===== config.mk =====
export PLATFORM = sky130hd
export DESIGN_NAME = multi_cycle_control
export DESIGN_NICKNAME = d
export VERILOG_FILES = /design/src/rtl/mips_ctrl_pkg.sv /design/src/rtl/imm_alu_decode.sv /design/src/rtl/multi_cycle_control.sv
export SDC_FILE = /design/constraint.sdc
export NUM_CORES = 1
export LEC_CHECK = 0
export ABC_CLOCK_PERIOD_IN_PS = 1900
export CORE_UTILIZATION = 30
export CTS_CLUSTER_DIAMETER = 120
export DETAILED_ROUTE_END_ITERATION = 10
export SYNTH_ARGS = -nofsm -noshare
export SYNTH_HDL_FRONTEND = slang
export SYNTH_SLANG_ARGS = --single-unit

===== constraint.sdc =====
create_clock -name CLK -period 1.9 [get_ports CLK]
set_input_delay 0.38 -clock CLK [delete_from_list [all_inputs] [get_ports CLK]]
set_output_delay 0.38 -clock CLK [all_outputs]
set_load 0.02 [all_outputs]

===== src/rtl/mips_ctrl_pkg.sv =====
`timescale 1ns/1ps
`default_nettype none
// ============================================================================
//  Module   : mips_ctrl_pkg
//  Purpose  : Shared constants for the multi-cycle MIPS control unit:
//             instruction opcodes, ALU control codes and FSM state encoding.
//  Ports    : none (package)
//  Revision : 1.0  initial release
// ============================================================================
package mips_ctrl_pkg;

  // Instruction opcodes (IR[31:26])
  localparam logic [5:0] c_OP_RTYPE = 6'b000000;
  localparam logic [5:0] c_OP_J     = 6'b000010;
  localparam logic [5:0] c_OP_BEQ   = 6'b000100;
  localparam logic [5:0] c_OP_BNE   = 6'b000101;
  localparam logic [5:0] c_OP_ADDI  = 6'b001000;
  localparam logic [5:0] c_OP_ADDIU = 6'b001001;
  localparam logic [5:0] c_OP_SLTI  = 6'b001010;
  localparam logic [5:0] c_OP_SLTIU = 6'b001011;
  localparam logic [5:0] c_OP_ANDI  = 6'b001100;
  localparam logic [5:0] c_OP_ORI   = 6'b001101;
  localparam logic [5:0] c_OP_XORI  = 6'b001110;
  localparam logic [5:0] c_OP_LUI   = 6'b001111;
  localparam logic [5:0] c_OP_LW    = 6'b100011;
  localparam logic [5:0] c_OP_SW    = 6'b101011;

  // ALU control codes
  localparam logic [3:0] c_ALU_AND  = 4'b0000;
  localparam logic [3:0] c_ALU_OR   = 4'b0001;
  localparam logic [3:0] c_ALU_ADD  = 4'b0010;
  localparam logic [3:0] c_ALU_SUB  = 4'b0110;
  localparam logic [3:0] c_ALU_SLT  = 4'b0111;
  localparam logic [3:0] c_ALU_ADDU = 4'b1000;
  localparam logic [3:0] c_ALU_XOR  = 4'b1010;
  localparam logic [3:0] c_ALU_SLTU = 4'b1011;
  localparam logic [3:0] c_ALU_LUI  = 4'b1110;
  localparam logic [3:0] c_ALU_FUNC = 4'b1111;

  // FSM state encoding (visible on the State debug port)
  localparam logic [3:0] S_FETCH  = 4'd0;
  localparam logic [3:0] S_DECODE = 4'd1;
  localparam logic [3:0] S_MEMADR = 4'd2;
  localparam logic [3:0] S_MEMRD  = 4'd3;
  localparam logic [3:0] S_MEMWB  = 4'd4;
  localparam logic [3:0] S_MEMWR  = 4'd5;
  localparam logic [3:0] S_RTEXEC = 4'd6;
  localparam logic [3:0] S_RTWB   = 4'd7;
  localparam logic [3:0] S_BRANCH = 4'd8;
  localparam logic [3:0] S_JUMP   = 4'd9;
  localparam logic [3:0] S_IEXEC  = 4'd10;
  localparam logic [3:0] S_IWB    = 4'd11;
  localparam logic [3:0] S_FAULT  = 4'd12;

  // True for the I-type ALU opcodes handled by IEXEC/IWB
  function automatic logic is_imm_op(input logic [5:0] op);
    return (op == c_OP_ADDI)  || (op == c_OP_ADDIU) || (op == c_OP_SLTI) ||
           (op == c_OP_SLTIU) || (op == c_OP_ANDI)  || (op == c_OP_ORI)  ||
           (op == c_OP_XORI)  || (op == c_OP_LUI);
  endfunction

endpackage
`default_nettype wire


===== src/rtl/imm_alu_decode.sv =====
`timescale 1ns/1ps
`default_nettype none
// ============================================================================
//  Module   : imm_alu_decode
//  Purpose  : Combinational map from an immediate-class opcode to the ALU
//             control code and the immediate extension mode.
//  Ports    : opcode_i   - instruction opcode
//             alu_op_o   - ALU control code
//             sign_ext_o - 1 sign-extends the immediate, 0 zero-extends
//  Revision : 1.0  initial release
// ============================================================================
module imm_alu_decode
  import mips_ctrl_pkg::*;
(
  input  logic [5:0] opcode_i,
  output logic [3:0] alu_op_o,
  output logic       sign_ext_o
);

  always_comb begin
    alu_op_o   = c_ALU_ADD;
    sign_ext_o = 1'b0;
    case (opcode_i)
      c_OP_ADDI:  begin alu_op_o = c_ALU_ADD;  sign_ext_o = 1'b1; end
      c_OP_ADDIU: begin alu_op_o = c_ALU_ADDU; sign_ext_o = 1'b0; end
      c_OP_ANDI:  begin alu_op_o = c_ALU_AND;  sign_ext_o = 1'b0; end
      c_OP_ORI:   begin alu_op_o = c_ALU_OR;   sign_ext_o = 1'b0; end
      c_OP_XORI:  begin alu_op_o = c_ALU_XOR;  sign_ext_o = 1'b0; end
      c_OP_LUI:   begin alu_op_o = c_ALU_LUI;  sign_ext_o = 1'b0; end
      c_OP_SLTI:  begin alu_op_o = c_ALU_SLT;  sign_ext_o = 1'b1; end
      c_OP_SLTIU: begin alu_op_o = c_ALU_SLTU; sign_ext_o = 1'b0; end
      default:    ;
    endcase
  end

endmodule
`default_nettype wire


===== src/rtl/multi_cycle_control.sv =====
`timescale 1ns/1ps
`default_nettype none
// ============================================================================
//  Module   : multi_cycle_control
//  Purpose  : Moore control FSM for a shared-memory multi-cycle MIPS datapath.
//             Sequences fetch/decode/execute/memory/write-back, waits on a
//             memory ready handshake with a watchdog, and latches a sticky
//             fault state that only reset clears.
//  Ports    : CLK, Reset_L (async, active low)
//             Opcode, Zero, MemReady                    - inputs
//             PCWriteEn, IorD, MemRead, MemWrite, IRWrite,
//             RegDst, MemToReg, RegWrite, ALUSrcA, ALUSrcB,
//             PCSource, SignExtend, ALUOp               - datapath controls
//             Fault, State                              - status / debug
//  Revision : 1.0  initial release
// ============================================================================
module multi_cycle_control
  import mips_ctrl_pkg::*;
#(
  parameter int MEM_TIMEOUT = 16,
  parameter bit SUPPORT_BNE = 1'b1
) (
  input  logic       CLK,
  input  logic       Reset_L,
  input  logic [5:0] Opcode,
  input  logic       Zero,
  input  logic       MemReady,
  output logic       PCWriteEn,
  output logic       IorD,
  output logic       MemRead,
  output logic       MemWrite,
  output logic       IRWrite,
  output logic       RegDst,
  output logic       MemToReg,
  output logic       RegWrite,
  output logic       ALUSrcA,
  output logic [1:0] ALUSrcB,
  output logic [1:0] PCSource,
  output logic       SignExtend,
  output logic [3:0] ALUOp,
  output logic       Fault,
  output logic [3:0] State
);

  // Keep the counter at least one bit wide so tiny/zero timeouts still build.
  localparam int            CW          = (MEM_TIMEOUT > 1) ? $clog2(MEM_TIMEOUT) : 1;
  localparam bit            c_WDOG_EN   = (MEM_TIMEOUT != 0);
  localparam logic [CW-1:0] c_CNT_LIMIT = CW'(MEM_TIMEOUT - 1);

  logic [3:0]    state_q, state_d;
  logic [CW-1:0] cnt_q, cnt_d;
  logic          w_mem_wait_state;
  logic          w_timeout;
  logic [3:0]    w_imm_alu_op;
  logic          w_imm_sign_ext;

  imm_alu_decode u_imm_alu_decode (
    .opcode_i   (Opcode),
    .alu_op_o   (w_imm_alu_op),
    .sign_ext_o (w_imm_sign_ext)
  );

  // States that wait on the memory handshake and are watched by the watchdog
  assign w_mem_wait_state = (state_q == S_FETCH) || (state_q == S_MEMRD) ||
                            (state_q == S_MEMWR);
  // Ready on the last allowed cycle wins over the timeout.
  assign w_timeout = c_WDOG_EN && w_mem_wait_state && !MemReady &&
                     (cnt_q == c_CNT_LIMIT);

  // --------------------------------------------------------------------------
  // Next-state logic
  // --------------------------------------------------------------------------
  always_comb begin
    state_d = state_q;
    case (state_q)
      S_FETCH:  if (MemReady) state_d = S_DECODE;
      S_DECODE: begin
        if (Opcode == c_OP_RTYPE)                         state_d = S_RTEXEC;
        else if ((Opcode == c_OP_LW) || (Opcode == c_OP_SW)) state_d = S_MEMADR;
        else if (Opcode == c_OP_BEQ)                      state_d = S_BRANCH;
        else if ((Opcode == c_OP_BNE) && SUPPORT_BNE)     state_d = S_BRANCH;
        else if (Opcode == c_OP_J)                        state_d = S_JUMP;
        else if (is_imm_op(Opcode))                       state_d = S_IEXEC;
        else                                              state_d = S_FAULT;
      end
      S_MEMADR: begin
        if (Opcode == c_OP_LW)      state_d = S_MEMRD;
        else if (Opcode == c_OP_SW) state_d = S_MEMWR;
        else                        state_d = S_FAULT;
      end
      S_MEMRD:  if (MemReady) state_d = S_MEMWB;
      S_MEMWB:  state_d = S_FETCH;
      S_MEMWR:  if (MemReady) state_d = S_FETCH;
      S_RTEXEC: state_d = S_RTWB;
      S_RTWB:   state_d = S_FETCH;
      S_BRANCH: state_d = S_FETCH;
      S_JUMP:   state_d = S_FETCH;
      S_IEXEC:  state_d = S_IWB;
      S_IWB:    state_d = S_FETCH;
      S_FAULT:  state_d = S_FAULT;
      default:  state_d = S_FAULT;
    endcase
    if (w_timeout) state_d = S_FAULT;
  end

  // Wait counter restarts on every state change so each memory state gets
  // its own full timeout budget.
  always_comb begin
    cnt_d = cnt_q;
    if (state_d != state_q)
      cnt_d = '0;
    else if (w_mem_wait_state && !MemReady)
      cnt_d = cnt_q + CW'(1);
  end

  always_ff @(posedge CLK or negedge Reset_L) begin
    if (!Reset_L) begin
      state_q <= S_FETCH;
      cnt_q   <= '0;
    end else begin
      state_q <= state_d;
      cnt_q   <= cnt_d;
    end
  end

  // --------------------------------------------------------------------------
  // Moore outputs (plus MemReady/Zero qualified strobes). Reset forces every
  // control to 0 without waiting for a clock.
  // --------------------------------------------------------------------------
  always_comb begin
    PCWriteEn  = 1'b0;
    IorD       = 1'b0;
    MemRead    = 1'b0;
    MemWrite   = 1'b0;
    IRWrite    = 1'b0;
    RegDst     = 1'b0;
    MemToReg   = 1'b0;
    RegWrite   = 1'b0;
    ALUSrcA    = 1'b0;
    ALUSrcB    = 2'b00;
    PCSource   = 2'b00;
    SignExtend = 1'b0;
    ALUOp      = c_ALU_AND;
    Fault      = 1'b0;
    State      = state_q;
    if (Reset_L) begin
      case (state_q)
        S_FETCH: begin
          MemRead   = 1'b1;
          ALUSrcB   = 2'b01;
          ALUOp     = c_ALU_ADD;
          IRWrite   = MemReady;
          PCWriteEn = MemReady;
        end
        S_DECODE: begin
          ALUSrcB    = 2'b11;
          ALUOp      = c_ALU_ADD;
          SignExtend = 1'b1;
        end
        S_MEMADR: begin
          ALUSrcA    = 1'b1;
          ALUSrcB    = 2'b10;
          ALUOp      = c_ALU_ADD;
          SignExtend = 1'b1;
        end
        S_MEMRD: begin
          MemRead = 1'b1;
          IorD    = 1'b1;
        end
        S_MEMWB: begin
          RegWrite = 1'b1;
          MemToReg = 1'b1;
        end
        S_MEMWR: begin
          MemWrite = 1'b1;
          IorD     = 1'b1;
        end
        S_RTEXEC: begin
          ALUSrcA = 1'b1;
          ALUOp   = c_ALU_FUNC;
        end
        S_RTWB: begin
          ALUOp    = c_ALU_FUNC;
          RegDst   = 1'b1;
          RegWrite = 1'b1;
        end
        S_BRANCH: begin
          ALUSrcA   = 1'b1;
          ALUOp     = c_ALU_SUB;
          PCSource  = 2'b01;
          PCWriteEn = (SUPPORT_BNE && (Opcode == c_OP_BNE)) ? ~Zero : Zero;
        end
        S_JUMP: begin
          PCSource  = 2'b10;
          PCWriteEn = 1'b1;
        end
        S_IEXEC, S_IWB: begin
          ALUSrcA    = 1'b1;
          ALUSrcB    = 2'b10;
          ALUOp      = w_imm_alu_op;
          SignExtend = w_imm_sign_ext;
          RegWrite   = (state_q == S_IWB);
        end
        S_FAULT: Fault = 1'b1;
        default: ;
      endcase
    end
  end

endmodule
`default_nettype wire


Word-level counts from Yosys, hierarchy flattened

Index checks and enable logic that the tools add are counted.
Widths: inputs -> output; s select.

Bits in registers: 8
Bits of input ports: 10
Output and inout bits: 23
Logic and storage cells: 104

Add/subtract/negate cells: 1
Equality and inequality tests: 27
Mux-type cells: 46
Bitwise logic cells: 1
Reduce and logical (&&, ||, !) cells: 27

Operators with widths:

| operator            | number |
|---|---|
| $eq 6x4->1 const B  | 8 |
| $mux 4              | 11 |
| $pmux 4 s8          | 1 |
| $pmux 4 s7          | 1 |
| $eq 4x4->1 const B  | 6 |
| $mux 1              | 21 |
| $eq 4x3->1 const B  | 4 |
| $pmux 4 s4          | 1 |
| $reduce_or 2->1     | 7 |
| $eq 6x3->1 const B  | 2 |
| $eq 6x6->1 const B  | 2 |
| $mux 3              | 4 |
| $logic_or 1x1->1    | 10 |
| $reduce_or 5->1     | 2 |
| $eq 4x2->1 const B  | 2 |
| $eq 6x2->1 const B  | 1 |
| $logic_not 6->1     | 1 |
| $pmux 2 s3          | 1 |
| $reduce_or 3->1     | 2 |
| $add 4x1->4 const B | 1 |
| $eq 4x1->1 const B  | 1 |
| $logic_not 4->1     | 1 |
| $mux 2              | 2 |
| $ne 4x4->1          | 1 |
| 7 further kinds     | 9 |

Logic depth before layout (Yosys ltp)

Depth after elaboration: 18
Gate-level depth with buffers: 8
Depth with buffers taken out: 6

By module

From an unflattened synthesis, not the netlist that was laid out.

Cell total of the unflattened synthesis: 162
Area total of the unflattened synthesis: 1218.7 um2

By module, submodules not included:

| module              | times used | cells an instance | area each (um2) | seq. area each (um2) |
|---|---|---|---|---|
| multi_cycle_control | 1          | 150               | 1139.8          | 200.2 |
| imm_alu_decode      | 1          | 12                | 78.8            | 0.0 |

Worst setup path before layout

No wires, ideal clock.

Kind: register -> output
Start: reg state_q[1] (netlist: State[1])
End: out SignExtend
Data arrival time: 2069 ps
Data required time: 1520 ps
Setup slack: -549 ps
Stages on the path, launching flop included: 6
Path buffers: 2
Path through: dfrtp_1 > buf_2 > buf_1 > xnor2_1 > nor3_1 > a21boi_1

Word-level cells in the longest chain between the ends: 4
Elaborated cells on any way between the ends: 8
Classes of those cells: 4 x eq/ne; 2 x mux; 2 x reduce/logical

RTL lines:

| item                                      | line                       | source |
|---|---|---|
| from (decl)                               | multi_cycle_control.sv:50  | `logic [3:0] state_q, state_d;` |
| from (signal assigned)                    | multi_cycle_control.sv:121 | `state_q <= state_d;` |
| $eq 4x4->1, or another cell as far along  | multi_cycle_control.sv:147 | `case (state_q)` |
| $reduce_or 2->1, on equally long branches | --                         |  |
| $pmux 1 s2 (*)                            | multi_cycle_control.sv:147 |  |
| $mux 1 (*)                                | multi_cycle_control.sv:146 | `if (Reset_L) begin` |
| to (decl)                                 | multi_cycle_control.sv:39  | `output logic SignExtend,` |

Mark *: on every way between the ends. The rest lies on a longest branch, timed or not.

Worst setup path in the final report

Start: reg state_q[3] (netlist: State[3])
End: reg cnt_q[0]

Word-level cells in the longest chain between the ends: 8
Elaborated cells on any way between the ends: 25
Classes of those cells: 12 x eq/ne; 6 x mux; 7 x reduce/logical

RTL lines:

| item                                               | line                       | source |
|---|---|---|
| branches (longest 8 deep; another with $pmux 4 s8) | --                         |  |
| to (signal assigned)                               | multi_cycle_control.sv:122 | `cnt_q <= cnt_d;` |
| to (decl)                                          | multi_cycle_control.sv:51  | `logic [CW-1:0] cnt_q, cnt_d;` |

Parallel ways; which one is timed is not known.
A chain may end at the register's enable or synchronous reset.

==> impl_metrics.py <==
metrics = {
    "clock_network": {
        "clkTransAtPathRegs_ns": 0.05,
        "cts_root_buf": "clkbuf_8",
        "clk-insertion-delay-late_ns": 0.24,
        "htree_levels": 1,
        "cts_tree": "yes",
        "ctsHoldBuffers": 0,
        "cts_made_buffers": 3,
        "cts_sinks": 8,
        "clockBufferDepth": 2,
    },
    "detailed_routing": {
        "top_layer_used": "met4",
        "dr_total_vias": 1743,
        "drc": 0,
        "drtIter0Drc": 135,
        "drt_pre_antenna_iters": 4,
        "ant_nets": 0,
        "dr_wl_met3_um": 366,
        "wirelength_um": 5660,
        "wl_per_cell_um": 18.0,
        "vias_per_cell": 5.53,
        "wl_met1_um": 2220,
        "wl_met2_um": 2860,
    },
    "timing": {
        "fmax_ghz": 0.453,
        "setup_violations": 22,
        "fin_skew_ns": 0.0129,
        "hold_violations": 0,
        "setup_ws_ns": -0.306,
        "tightest_slew_ns": 0.390,
        "fin_crit_sh": 1.16,
        "slew_viol_final": 0,
        "slew_headroom": 0.738,
        "rsz0062_at_grt": "true",
        "min_period_ns": 2.21,
    },
    "place": {
        "routabilityCongestion": 0.861,
        "port-buffer-count": 32,
        "dpl.hpwl_um": 3280,
        "place_inst": 286,
    },
    "final_layout": {
        "syn2layout_area_growth_pct": 126,
        "finalNetCount": 281,
        "drive_gt1_frac": 0.673,
        "instances_no_fill": 315,
        "nFillCells": 255,
        "antennaDiodeCount": 0,
    },
    "yosys": {
        "synth_area_sq_mm": 0.00113,
        "synth_fp_nets": 173,
        "postSynthAreaPerCell_sq_um": 6.97,
        "ys.flop_type": "dfrtp_1",
        "synth_cells": 162,
        "synthDistinctLibCells": 57,
        "ys_ff_latch": 8,
        "yosysSeqAreaShare": 0.177,
        "synthTopCellsByArea": "dfrtp_1, nor2_1, nand2_1, xnor2_1, a211oi_1",
        "synth_top_area_cell": "dfrtp_1",
        "synth_edf_count": 0,
        "postSynth.asyncResetShare": 1.00,
        "synth_top_area_frac": 0.177,
        "yosysWarnings": 0,
    },
    "worst_setup_path": {
        "crit_path_start": "State[3]$_DFF_PN0_",
        "crit_fanout": 5,
        "critPathRequiredTime_ns": 2.04,
        "crit_chain": "buf_6 > or4b_4 > nor2_2 > a32oi_1 > o22a_1 > mux2i_4 > a211oi_2",
        "r2r-start": "State[3]$_DFF_PN0_",
        "slowest_delay_ns": 0.56,
        "crit_family": "simple AND/OR/NAND/NOR gates",
        "worst_setup_path_end_kind": "register",
        "critPathKind": "register to register",
        "crit_buf_inv": 1,
        "slowest_stage": "or4b_4",
        "start_kind": "register",
        "arrival_ns": 2.35,
    },
    "floorplanning": {
        "die_y_um": 63.3,
        "die_w_um": 63.3,
        "io_pins": 33,
        "core_sq_mm": 0.00347,
        "start_util": 0.325,
        "dieArea_sq_mm": 0.00401,
        "num_rows": 21,
    },
    "outcome": {
        "status": "finished with violations",
        "violations": "negative setup slack",
    },
    "grt": {
        "grt_max_degree": 9,
        "overflow": 0,
        "grt_pass1_vias": 1655,
        "track_usage": 0.234,
        "grt_first_pass_wirelength_um": 7460,
        "grt_antenna_before_repair": 0,
    },
    "power_and_ir_drop": {
        "totalPowerFinal_uw": 521,
        "peakVddDrop_uv": 178,
        "power.leakage_uw": 0.00106,
        "power_density_mw_per_mm2": 205,
    },
    "hold_path": {
        "hold_path.class": "input port to async pin",
    },
    "run": {
        "cap_violations": 0,
    },
}
[metal layers]
metal,vias up,GRT usage
met3,22,0.0199
met2,82,0.408
li1,801,-
met1,838,0.291
met5,-,0
met4,0,0.0966
[cell usage in the layout, fill, tap and decap left out, types with 3 or more instances in the layout]
master / netlist / layout
a211oi_2: 0 / 4
buf_2: 3 / 3
buf_4: 0 / 68
a21oi_1: 8 / 4
inv_1: 4 / 4
xnor2_1: 7 / 5
nor2_1: 31 / 14
nor2_2: 0 / 6
nand2_1: 19 / 9
dlygate4sd2_1: 0 / 8
o21ai_1: 2 / 3
nor2_4: 0 / 11
buf_6: 1 / 28
nand2_4: 0 / 3
nand2_2: 0 / 7
dfrtp_1: 8 / 4
a21oi_2: 0 / 4
dfrtp_2: 0 / 4
clkbuf_8: 0 / 3
nor3_2: 0 / 4
[flip-flops by register name, summed over array words and instances (netlist names)]
| register | cells |
|---|---|
| State | 4 |
| cnt_q | 4 |
[worst paths after layout]
check                                       end  slack, ns  depth (start not counted)
setup / recovery           cnt_q[0]$_DFFE_PN0P_      -0.31                          7
max in group asynchronous    State[1]$_DFF_PN0_       1.32                          2
hold reg to reg            cnt_q[3]$_DFFE_PN0P_       0.59                          3
hold / removal               State[0]$_DFF_PN0_       0.40                          2
setup reg to reg           cnt_q[0]$_DFFE_PN0P_      -0.31                          7
min in group CLK           cnt_q[3]$_DFFE_PN0P_       0.59                          3
[synthesized netlist by cell type, types with 2 or more instances]
cell	instances
mux2i_1	2
nand3_1	3
dfrtp_1	8
clkbuf_1	4
inv_2	2
a311oi_1	2
a22oi_1	2
o211ai_1	2
o21ai_1	2
a211oi_1	6
buf_1	2
nand2_1	19
inv_1	4
nand2b_1	3
buf_2	3
nor3_1	6
xnor2_1	7
or3b_1	2
or2_2	2
a21oi_1	8
nor2b_1	3
nor2_1	31
o21ai_0	5
[cells by family (layout without fill, tap and decap cells)]
logic type / Yosys count / in the layout / share of synthesized area
compound gates: 43 / 43 / 0.284
fa+ha+maj: 1 / 1 / 0.0111
mux: 3 / 3 / 0.0277
simple gates: 83 / 83 / 0.375
flops: 8 / 8 / 0.177
buf+inv: 16 / 123 / 0.0632
xor+xnor: 8 / 8 / 0.0621
[power by group]
group          switching (uW)  total, uW  internal, uW
registers                   0        171           171
logic                    61.5        121          59.5
clock network            82.8        230           147
[layout make-up]
cell class | instances | area [sq um] | area share
Inverter | 6 | 35.0 | 0.0137
Timing Repair Buffer | 113 | 990 | 0.388
Multi-Input combinational cell | 138 | 1220 | 0.477
Clock buffer | 4 | 45.0 | 0.0177
Tap cell | 46 | 57.6 | 0.0226
Sequential cell | 8 | 205 | 0.0805
[stage by stage]
step                      cell area (sq um)  setup slack, ns  setup TNS, ns  utilization  hold slack, ns
final                                  2550           -0.306          -2.66        0.735           0.400
after CTS                              2220           -0.199          -1.49        0.640           0.331
after global routing                   2550           -0.354          -3.73        0.735           0.417
after detailed placement               1950           -0.791         -12.95        0.562           0.568
after global placement                 1950           -0.741         -12.63        0.562           0.552
after floorplan                        1200           -0.127         -0.705            -          0.0844
[timing repair]
action | CTS | global route
endpoints found under the setup margin | 29 | 26
pin swaps | 32 | 25
resized for setup | 136 | 85
setup buffers | 15 | 13
cloned | 0 | 0
Note: power is estimated with default switching activity, not from simulation.
